$ cat src/rtl/esm_pkg.sv
// rtl/esm_pkg.sv - opcode constants, predecode entry layout and predecode function
package esm_pkg;

    // RV32I major opcodes recognised by the predecoder
    localparam logic [6:0] OP_REG    = 7'b0110011;
    localparam logic [6:0] OP_IMM    = 7'b0010011;
    localparam logic [6:0] OP_LOAD   = 7'b0000011;
    localparam logic [6:0] OP_LUI    = 7'b0110111;
    localparam logic [6:0] OP_AUIPC  = 7'b0010111;
    localparam logic [6:0] OP_STORE  = 7'b0100011;
    localparam logic [6:0] OP_BRANCH = 7'b1100011;
    localparam logic [6:0] OP_JAL    = 7'b1101111;
    localparam logic [6:0] OP_JALR   = 7'b1100111;

    // Predecode bits stored beside each instruction; a queue entry is
    // {instr, predec_t}, so these three bits occupy the entry LSBs.
    typedef struct packed {
        logic reg_write;
        logic alu_src;
        logic illegal;
    } predec_t;

    localparam int PD_W = $bits(predec_t);

    function automatic predec_t predecode(input logic [6:0] opcode);
        predec_t pd;
        pd = '{reg_write: 1'b0, alu_src: 1'b0, illegal: 1'b0};
        case (opcode)
            OP_REG:                               pd.reg_write = 1'b1;
            OP_IMM, OP_LOAD, OP_LUI, OP_AUIPC: begin
                pd.reg_write = 1'b1;
                pd.alu_src   = 1'b1;
            end
            OP_STORE:                             pd.alu_src   = 1'b1;
            OP_BRANCH:                            ;
            OP_JAL, OP_JALR:                      pd.reg_write = 1'b1;
            default:                              pd.illegal   = 1'b1;
        endcase
        return pd;
    endfunction

endpackage

$ cat src/rtl/instr_fifo.sv
// rtl/instr_fifo.sv - synchronous FIFO holding predecoded instruction entries
//
// Ports:
//   clk, rst      clock, synchronous active-low reset
//   flush         drop all contents (pointers and count to zero)
//   push, wdata   write one entry; caller guarantees not full
//   pop           retire head; caller guarantees not empty
//   rdata         current head entry (combinational read)
//   count         occupancy, 0..DEPTH
module instr_fifo #(
    parameter int DEPTH = 16,
    parameter int WIDTH = 35
) (
    input  logic                       clk,
    input  logic                       rst,
    input  logic                       flush,
    input  logic                       push,
    input  logic [WIDTH-1:0]           wdata,
    input  logic                       pop,
    output logic [WIDTH-1:0]           rdata,
    output logic [$clog2(DEPTH+1)-1:0] count
);

    localparam int AW = $clog2(DEPTH);
    localparam int CW = $clog2(DEPTH + 1);

    logic [WIDTH-1:0] mem_q [DEPTH];
    logic [AW-1:0]    wr_ptr_q, wr_ptr_d;
    logic [AW-1:0]    rd_ptr_q, rd_ptr_d;
    logic [CW-1:0]    count_q, count_d;

    // DEPTH is a power of two, so pointer overflow is the modulo wrap.
    always_comb begin
        wr_ptr_d = wr_ptr_q;
        rd_ptr_d = rd_ptr_q;
        count_d  = count_q;
        if (push) begin
            wr_ptr_d = wr_ptr_q + AW'(1);
        end
        if (pop) begin
            rd_ptr_d = rd_ptr_q + AW'(1);
        end
        case ({push, pop})
            2'b10:   count_d = count_q + CW'(1);
            2'b01:   count_d = count_q - CW'(1);
            default: count_d = count_q;
        endcase
    end

    always_ff @(posedge clk) begin
        if (!rst || flush) begin
            wr_ptr_q <= '0;
            rd_ptr_q <= '0;
            count_q  <= '0;
        end else begin
            wr_ptr_q <= wr_ptr_d;
            rd_ptr_q <= rd_ptr_d;
            count_q  <= count_d;
        end
    end

    // Storage is not reset; stale words are unreachable once pointers clear.
    always_ff @(posedge clk) begin
        if (rst && !flush && push) begin
            mem_q[wr_ptr_q] <= wdata;
        end
    end

    assign rdata = mem_q[rd_ptr_q];
    assign count = count_q;

endmodule

$ cat src/rtl/predecode_queue.sv
// rtl/predecode_queue.sv - instruction queue with push-time predecode feeding the ESM
//
// Ports:
//   clk, rst                 clock, synchronous active-low reset
//   in_instr/in_valid        fetched instruction, accepted when in_ready=1
//   in_ready                 queue not full and out of reset
//   stall                    freeze output stage, no pop (pushes continue)
//   flush                    discard queue and output stage
//   Instr_out, RegWrite,
//   ALUSrc, illegal,
//   out_valid                registered output stage
//   count                    queue occupancy
module predecode_queue
    import esm_pkg::*;
#(
    parameter int Instruction_word_size = 32,
    parameter int bs                    = 16
) (
    input  logic                             clk,
    input  logic                             rst,
    input  logic [Instruction_word_size-1:0] in_instr,
    input  logic                             in_valid,
    output logic                             in_ready,
    input  logic                             stall,
    input  logic                             flush,
    output logic [Instruction_word_size-1:0] Instr_out,
    output logic                             RegWrite,
    output logic                             ALUSrc,
    output logic                             out_valid,
    output logic                             illegal,
    output logic [$clog2(bs+1)-1:0]          count
);

    localparam int W  = Instruction_word_size;
    localparam int EW = W + PD_W;
    localparam int CW = $clog2(bs + 1);

    logic [EW-1:0] wr_entry, head_entry;
    logic [CW-1:0] fifo_count;
    logic          push, pop;
    predec_t       head_pd;

    logic [W-1:0]  instr_q, instr_d;
    predec_t       pd_q, pd_d;
    logic          valid_q, valid_d;
    // Held low through reset so in_ready rises only on the first edge after release.
    logic          ready_q;

    assign in_ready = ready_q && (fifo_count < CW'(bs));
    assign push     = in_valid && in_ready && !flush;
    assign pop      = !stall && (fifo_count != '0) && !flush;
    assign wr_entry = {in_instr, predecode(in_instr[6:0])};

    instr_fifo #(
        .DEPTH (bs),
        .WIDTH (EW)
    ) u_fifo (
        .clk   (clk),
        .rst   (rst),
        .flush (flush),
        .push  (push),
        .wdata (wr_entry),
        .pop   (pop),
        .rdata (head_entry),
        .count (fifo_count)
    );

    assign head_pd = predec_t'(head_entry[PD_W-1:0]);

    // Unstalled with an empty queue the output stage loads a bubble.
    always_comb begin
        instr_d = instr_q;
        pd_d    = pd_q;
        valid_d = valid_q;
        if (!stall) begin
            if (pop) begin
                instr_d = head_entry[EW-1:PD_W];
                pd_d    = head_pd;
                valid_d = 1'b1;
            end else begin
                instr_d = '0;
                pd_d    = '0;
                valid_d = 1'b0;
            end
        end
    end

    always_ff @(posedge clk) begin
        if (!rst) begin
            instr_q <= '0;
            pd_q    <= '0;
            valid_q <= 1'b0;
            ready_q <= 1'b0;
        end else if (flush) begin
            instr_q <= '0;
            pd_q    <= '0;
            valid_q <= 1'b0;
            ready_q <= 1'b1;
        end else begin
            instr_q <= instr_d;
            pd_q    <= pd_d;
            valid_q <= valid_d;
            ready_q <= 1'b1;
        end
    end

    assign Instr_out = instr_q;
    assign RegWrite  = pd_q.reg_write;
    assign ALUSrc    = pd_q.alu_src;
    assign illegal   = pd_q.illegal;
    assign out_valid = valid_q;
    assign count     = fifo_count;

endmodule

$ cat config.mk
export PLATFORM = sky130hd
export DESIGN_NAME = predecode_queue
export DESIGN_NICKNAME = d
export VERILOG_FILES = /design/src/rtl/esm_pkg.sv /design/src/rtl/instr_fifo.sv /design/src/rtl/predecode_queue.sv
export SDC_FILE = /design/constraint.sdc
export NUM_CORES = 1
export LEC_CHECK = 0
export BUFFER_PORTS_ARGS = -buffer_cell sky130_fd_sc_hd__buf_4
export CAP_MARGIN = 20
export CORE_MARGIN = 5
export CORE_UTILIZATION = 45
export CTS_CLUSTER_DIAMETER = 80
export DETAILED_ROUTE_END_ITERATION = 7
export HOLD_SLACK_MARGIN = 0.03
export SKIP_CTS_REPAIR_TIMING = 1
export SLEW_MARGIN = 30
export SYNTH_ARGS = -nofsm -noshare
export SYNTH_HDL_FRONTEND = slang
export SYNTH_SLANG_ARGS = --single-unit
$ cat constraint.sdc
create_clock -name clk -period 4.8 [get_ports clk]
set_input_delay 0.24 -clock clk [delete_from_list [all_inputs] [get_ports clk]]
set_output_delay 0.24 -clock clk [all_outputs]
set_load 0.005 [all_outputs]
### After elaboration in Yosys (flattened, before gate mapping)

Memories as Yosys holds them, arrays and structs flattened. A register that Yosys moved wholly into a read port is not among the register bits.
Cells that the tools add are included.

* register bits: 50
* logic and storage cells: 56
* memory bits (writable): 560
* output and inout bits: 42
* memories kept: 1

Memory list
* u_fifo.mem_q: depth 16, width 35, read ports 1, clocked after Yosys merged registers in 1, wr ports 1, line instr_fifo.sv:27 `logic [WIDTH-1:0] mem_q [DEPTH];`

* equality and inequality tests: 11
* multiplexer cells: 12
* reduce and logical (&&, ||, !) cells: 17
* order comparisons: 1
* add/subtract/negate cells: 4
* bitwise operators: 1

Operators by type and width (count)
* $mux 32: 1
* $eq 7x6->1 const B: 3
* $eq 7x7->1 const B: 3
* $eq 7x5->1 const B: 2
* $pmux 5 s2: 1
* $reduce_or 9->1: 1
* $add 4x1->4 const B: 2
* $mux 4: 2
* $eq 7x2->1 const B: 1
* $logic_and 1x1->1: 7
* $mux 1: 7
* $reduce_or 7->1: 1
* $add 5x1->5 const B: 1
* $lt 5x5->1 const B: 1
* $reduce_bool 5->1: 1
* $reduce_or 5->1: 1
* $sub 5x1->5 const B: 1
* $logic_not 1->1: 3
* $mux 3: 1
* $eq 2x1->1 const B: 1
* $eq 2x2->1 const B: 1
* $reduce_bool 2->1: 1
* $reduce_or 2->1: 1
* $logic_or 1x1->1: 1
* $not 1->1: 1

### Depth between registers and ports, before layout

* depth in word-level cells: 7
* depth in mapped cells: 8

### Hierarchy

From an unflattened synthesis, not the netlist that was laid out.

* cell total of the unflattened synthesis: 1146
* area total of the unflattened synthesis: 23404.9 µm²

Modules (own cells, without submodules)
* instr_fifo: instances 1, cells an instance 964, sequential area each 17156.5 µm², area an instance 21810.9 µm²
* predecode_queue: instances 1, cells an instance 182, sequential area each 740.7 µm², area an instance 1594.0 µm²

### Worst setup path after synthesis

Ideal clock, no wire load.

* kind: register -> register
* from: reg u_fifo.count_q[4], in the netlist u_fifo.count[4]
* to: mem u_fifo.mem_q[0][0], enable pin
* data arrival time: 3323 ps
* buffers on the path: 0
* cell stages (with the launch flop): 5
* slack: 1006 ps
* library setup time: 471 ps
* clock period less this slack: 3794 ps
* cell sequence: dfxtp_1 nand3b_1 nor2_1 nand2_1 nor3_1

* cells in the longest elaborated chain, start to end: 7

RTL lines
* start: declaration: line instr_fifo.sv:30 `logic [CW-1:0] count_q, count_d;`
* start signal: assignment: line instr_fifo.sv:58 `count_q <= count_d;`
* $lt 5x5->1: line predecode_queue.sv:49 `assign in_ready = ready_q && (fifo_count < CW'(bs));`
* $logic_and 1x1->1: line predecode_queue.sv:49
* $logic_and 1x1->1 (2 in a row): line predecode_queue.sv:50 `assign push = in_valid && in_ready && !flush;`
* $logic_and 1x1->1: line instr_fifo.sv:64 `if (rst && !flush && push) begin`
* $mux 1: line instr_fifo.sv:64
* $mux 1 (not written as such): line instr_fifo.sv:65 `mem_q[wr_ptr_q] <= wdata;`
* end: declaration: line instr_fifo.sv:27

Every way passes these cells.

### Final worst setup path

* from: in flush
* to: mem u_fifo.mem_q[7][27], enable pin

* cells in the longest elaborated chain, start to end: 5
* elaborated cells on any way between the ends: 6

RTL lines
* start: declaration: line predecode_queue.sv:25 `input logic flush,`
* $logic_not 1->1 *: line instr_fifo.sv:64, predecode_queue.sv:50
* $logic_and 1x1->1 (on tied branches): line instr_fifo.sv:64, predecode_queue.sv:50
* $logic_and 1x1->1 *: line instr_fifo.sv:64
* $mux 1 *: line instr_fifo.sv:64
* $mux 1 (not written as such) *: line instr_fifo.sv:65

Mark *: on every way between the ends. The rest lies on a longest branch, timed or not.

==> impl_results.md <==
* Run status: complete, no violations
* Critical Path RT at 5.06 ns
* Cell area after synthesis at 0.0235 mm2
* Hold wc startpoint: in_valid
* Min-delay worst type: input port to register
* Die extent in y at 238 um
* Fin crit share at 59.9%
* Met1 Resource Use GR at 24.5%
* Power per unit of standard cell area at 387 mW/mm2
* Most used cell along the critical path: sky130_fd_sc_hd__buf_4
* CTS Root Cell: sky130_fd_sc_hd__clkbuf_16
* Buffers plus inverters on the worst setup path at 3
* GR Util met2 at 30.3%
* Layout-stage area growth over the synthesis result at 16.2%
* Hold violation count in the final report at 0
* Critical Path Fanout Max at 19
* Share of final-layout standard cells stronger than drive strength 1 at 23.4%
* Arrival time worst endpoint at 3.13 ns
* Critical R2R Launch: u_fifo.count[4]
* Maximum Capacitance Violations at 0
* Number of buffer cells added on primary ports at 78
* Endpoint of the worst register-to-register path: u_fifo.mem_q[7][27]
* GR Overflow Total at 0
* Clk sinks at 614
* RSZ-0062 raised after global routing: no
* Post-Synthesis Mean Instance Area at 19.2 um2
* Endpoint class of the critical path: register
* CP peak stage delay at 0.65 ns
* Fin Clk Skew at 0.0180 ns
* Pin count of the biggest net entering global routing at 79
* Router iterations before antenna repair at 5
* Register-to-Register Path Depth at 5
* Final Hold Slack at 0.135 ns
* Post-layout nets at 1408
* Effective utilization at floorplan at 45.6%
* Synthesis-stage register bit count at 614
* Post-route ant nets at 0
* Number of filler cells placed in the layout at 4140
* Total core area at 0.0515 mm2
* Number of antenna violations at the first check in global routing at 0
* H-tree lvl count at 2
* Global-route wire length before repair at 77100 um
* Drt total wl at 51000 um
* Highest-delay cell along the critical path: sky130_fd_sc_hd__nor2_4
* Worst Setup Path Type: input port to register
* CTS max path bufs at 3
* Last weighted congestion value of the routability-driven placer at 0.723
* Most frequent cells in the layout: 560 x sky130_fd_sc_hd__edfxtp_1, 145 x sky130_fd_sc_hd__mux2i_1, 107 x sky130_fd_sc_hd__buf_4
* Number of vias per cell at 5.54
* Inserted Clock Buffers at 61
* Pin slew with the least headroom to its limit at 0.932 ns
* Max-Slew Margin vs Limit at 37.8%
* Final critical path time including I/O delays and setup at 2.87 ns
* Clock tree from TritonCTS: done
* Largest cells by area after synthesis: sky130_fd_sc_hd__edfxtp_1 72%, sky130_fd_sc_hd__mux4_2 6.5%, sky130_fd_sc_hd__mux2i_1 6.2%
* Sink of the worst hold path: u_fifo.wr_ptr_q[0]
* Minimum setup slack among reg-to-reg paths at 2.07 ns
* Worst skew pair latency at 0.61 ns
* Synth warnings at 0
* Register Area at 0.0179 mm2
* Number of design-rule violations left by the first detailed-router iteration at 737
* Average wire per standard cell at 24.4 um
* Crit. path cell count at 7
* Horiz. Die Dim at 238 um
* Total routing usage reported by global routing at 17.9%
* Diode count at 0
* Via count at 11600
* Register clock-pin slew on the reported worst setup and hold paths at 0.06 ns
* Fraction of met3 tracks used by global routing at 2.72%
* Most common cell after layout, fill and taps aside: sky130_fd_sc_hd__edfxtp_1
* Number of global-route vias before repair at 12100
* Count of endpoints failing setup in the final report at 0
* Number of unique standard cell types used by synthesis at 43
* Net Count, Synth at 1269
* Total half-perimeter wirelength after legalization and detailed placement at 28900 um
* Cell leakage power at 8.68 nW
* Achievable clock frequency at 348 MHz
* Number of placement rows at 83
* Setup crit start kind: input port
* Synthesized instance count at 1222
* VDD IR-drop max at 0.250 mV
* Total Negative Setup Slacks at 0 ns
* Sequential fraction of the synthesis area at 76.2%
* Max-slew violation count at 0
* Worst path top cell family by delay: simple AND/OR/NAND/NOR gates
* Die Area at 0.0569 mm2
* Top-level I/O count at 79
* Post-placement worst setup slack at 1.77 ns
* Share of synthesized registers carrying an async set or reset at 0%
* Drc violations at 0
* EDFF count, synth at 560
* Worst setup margin at 1.93 ns
* Top cell type's share of synthesized area at 71.6%
* Most used routing layer: met2
* Final Total Pwr at 0.0106 W
* Ordered list of cells on the worst path: dlygate4sd3_1 > buf_4 > nand2b_1 > nor2_1 > nand2_1 > nor2_4 > buf_4
* Dominant register cell in the synthesized netlist: sky130_fd_sc_hd__edfxtp_1
* Cell taking the most area after synthesis: sky130_fd_sc_hd__edfxtp_1
* Number of instances on the worst hold path at 4
* Area of the multi-input gates at 0.00536 mm2
## final cells by class
type | instances | area share (%)
Inverter | 4 | 0.0550
Clock buffer | 69 | 5.70
Tap cell | 680 | 3.12
Clock inverter | 46 | 1.34
Timing Repair Buffer | 146 | 4.57
Sequential cell | 614 | 65.6
Multi-Input combinational cell | 534 | 19.6
## logic make-up (layout without fill, tap and decap cells)
group	count (synthesis)	after routing	share of synthesized area, %
compound gates	123	123	4.13
xor+xnor	9	9	0.336
fa+ha+maj	10	10	0.565
buf+inv	74	265	1.65
flops	614	614	76.2
mux	251	251	14.5
simple gates	141	141	2.60
## layer usage
metal	up-vias	share of wire (%)
li1	5237	-
met1	6037	43
met2	241	50
met3	74	4.3
met4	0	2.4
met5	-	0
## metrics by stage
step	utilization [%]	instance area [um2]	std cells
final	53.0	27300	2093
after global routing	53.0	27300	2093
after CTS	52.3	26900	2058
after detailed placement	48.6	25000	1943
after global placement	48.5	25000	1941
after floorplan	-	23500	1222
## sequential cells by signal, summed over array words and instances, names as in the netlist, named ones only
signal,flops
out_valid,1
u_fifo.mem_q,560
ready_q,1
u_fifo.count,5
Instr_out,32
ALUSrc,1
illegal,1
u_fifo.wr_ptr_q,4
RegWrite,1
u_fifo.rd_ptr_q,4
## how the worst max path moves through the flow
stage / start / slack, ns / endpoint
3_5_place_dp: flush / 1.77 / u_fifo.mem_q[7][33]
5_1_grt: flush / 1.70 / u_fifo.mem_q[7][27]
2_1_floorplan: u_fifo.count[4] / 1.01 / u_fifo.mem_q[0][0]
6_report: flush / 1.93 / u_fifo.mem_q[7][27]
4_1_cts: u_fifo.count[4] / 1.96 / u_fifo.mem_q[7][27]
3_3_place_gp: flush / 1.84 / u_fifo.mem_q[7][29]
## Yosys cell counts (3+ instances only)
master / number
sky130_fd_sc_hd__buf_1: 6
sky130_fd_sc_hd__dfxtp_1: 54
sky130_fd_sc_hd__buf_8: 3
sky130_fd_sc_hd__xor2_1: 6
sky130_fd_sc_hd__mux2_2: 36
sky130_fd_sc_hd__nor3_1: 5
sky130_fd_sc_hd__ha_1: 9
sky130_fd_sc_hd__nand3_1: 3
sky130_fd_sc_hd__nand2b_1: 6
sky130_fd_sc_hd__buf_2: 28
sky130_fd_sc_hd__nor2b_1: 6
sky130_fd_sc_hd__a22oi_1: 68
sky130_fd_sc_hd__mux4_2: 68
sky130_fd_sc_hd__inv_1: 4
sky130_fd_sc_hd__a21oi_1: 5
sky130_fd_sc_hd__edfxtp_1: 560
sky130_fd_sc_hd__clkbuf_1: 27
sky130_fd_sc_hd__mux2i_1: 145
sky130_fd_sc_hd__buf_6: 5
sky130_fd_sc_hd__a21o_1: 3
sky130_fd_sc_hd__nor2_1: 33
sky130_fd_sc_hd__xnor2_1: 3
sky130_fd_sc_hd__nand2_1: 77
sky130_fd_sc_hd__a32oi_1: 36
## worst reg2reg max path: cells and delay by family (launching register included)
family        cells  cell delay, ns
buf+inv           1            0.48
flops             1            0.37
simple gates      4            1.51
## where the power goes
group / internal (W) / switching [W] / total [W]
Combinational: 0.0000545 / 0.000103 / 0.000158
Sequential: 0.00583 / 0.00000416 / 0.00583
Clock: 0.00264 / 0.00193 / 0.00457
Power figures use the tool's default switching activity.
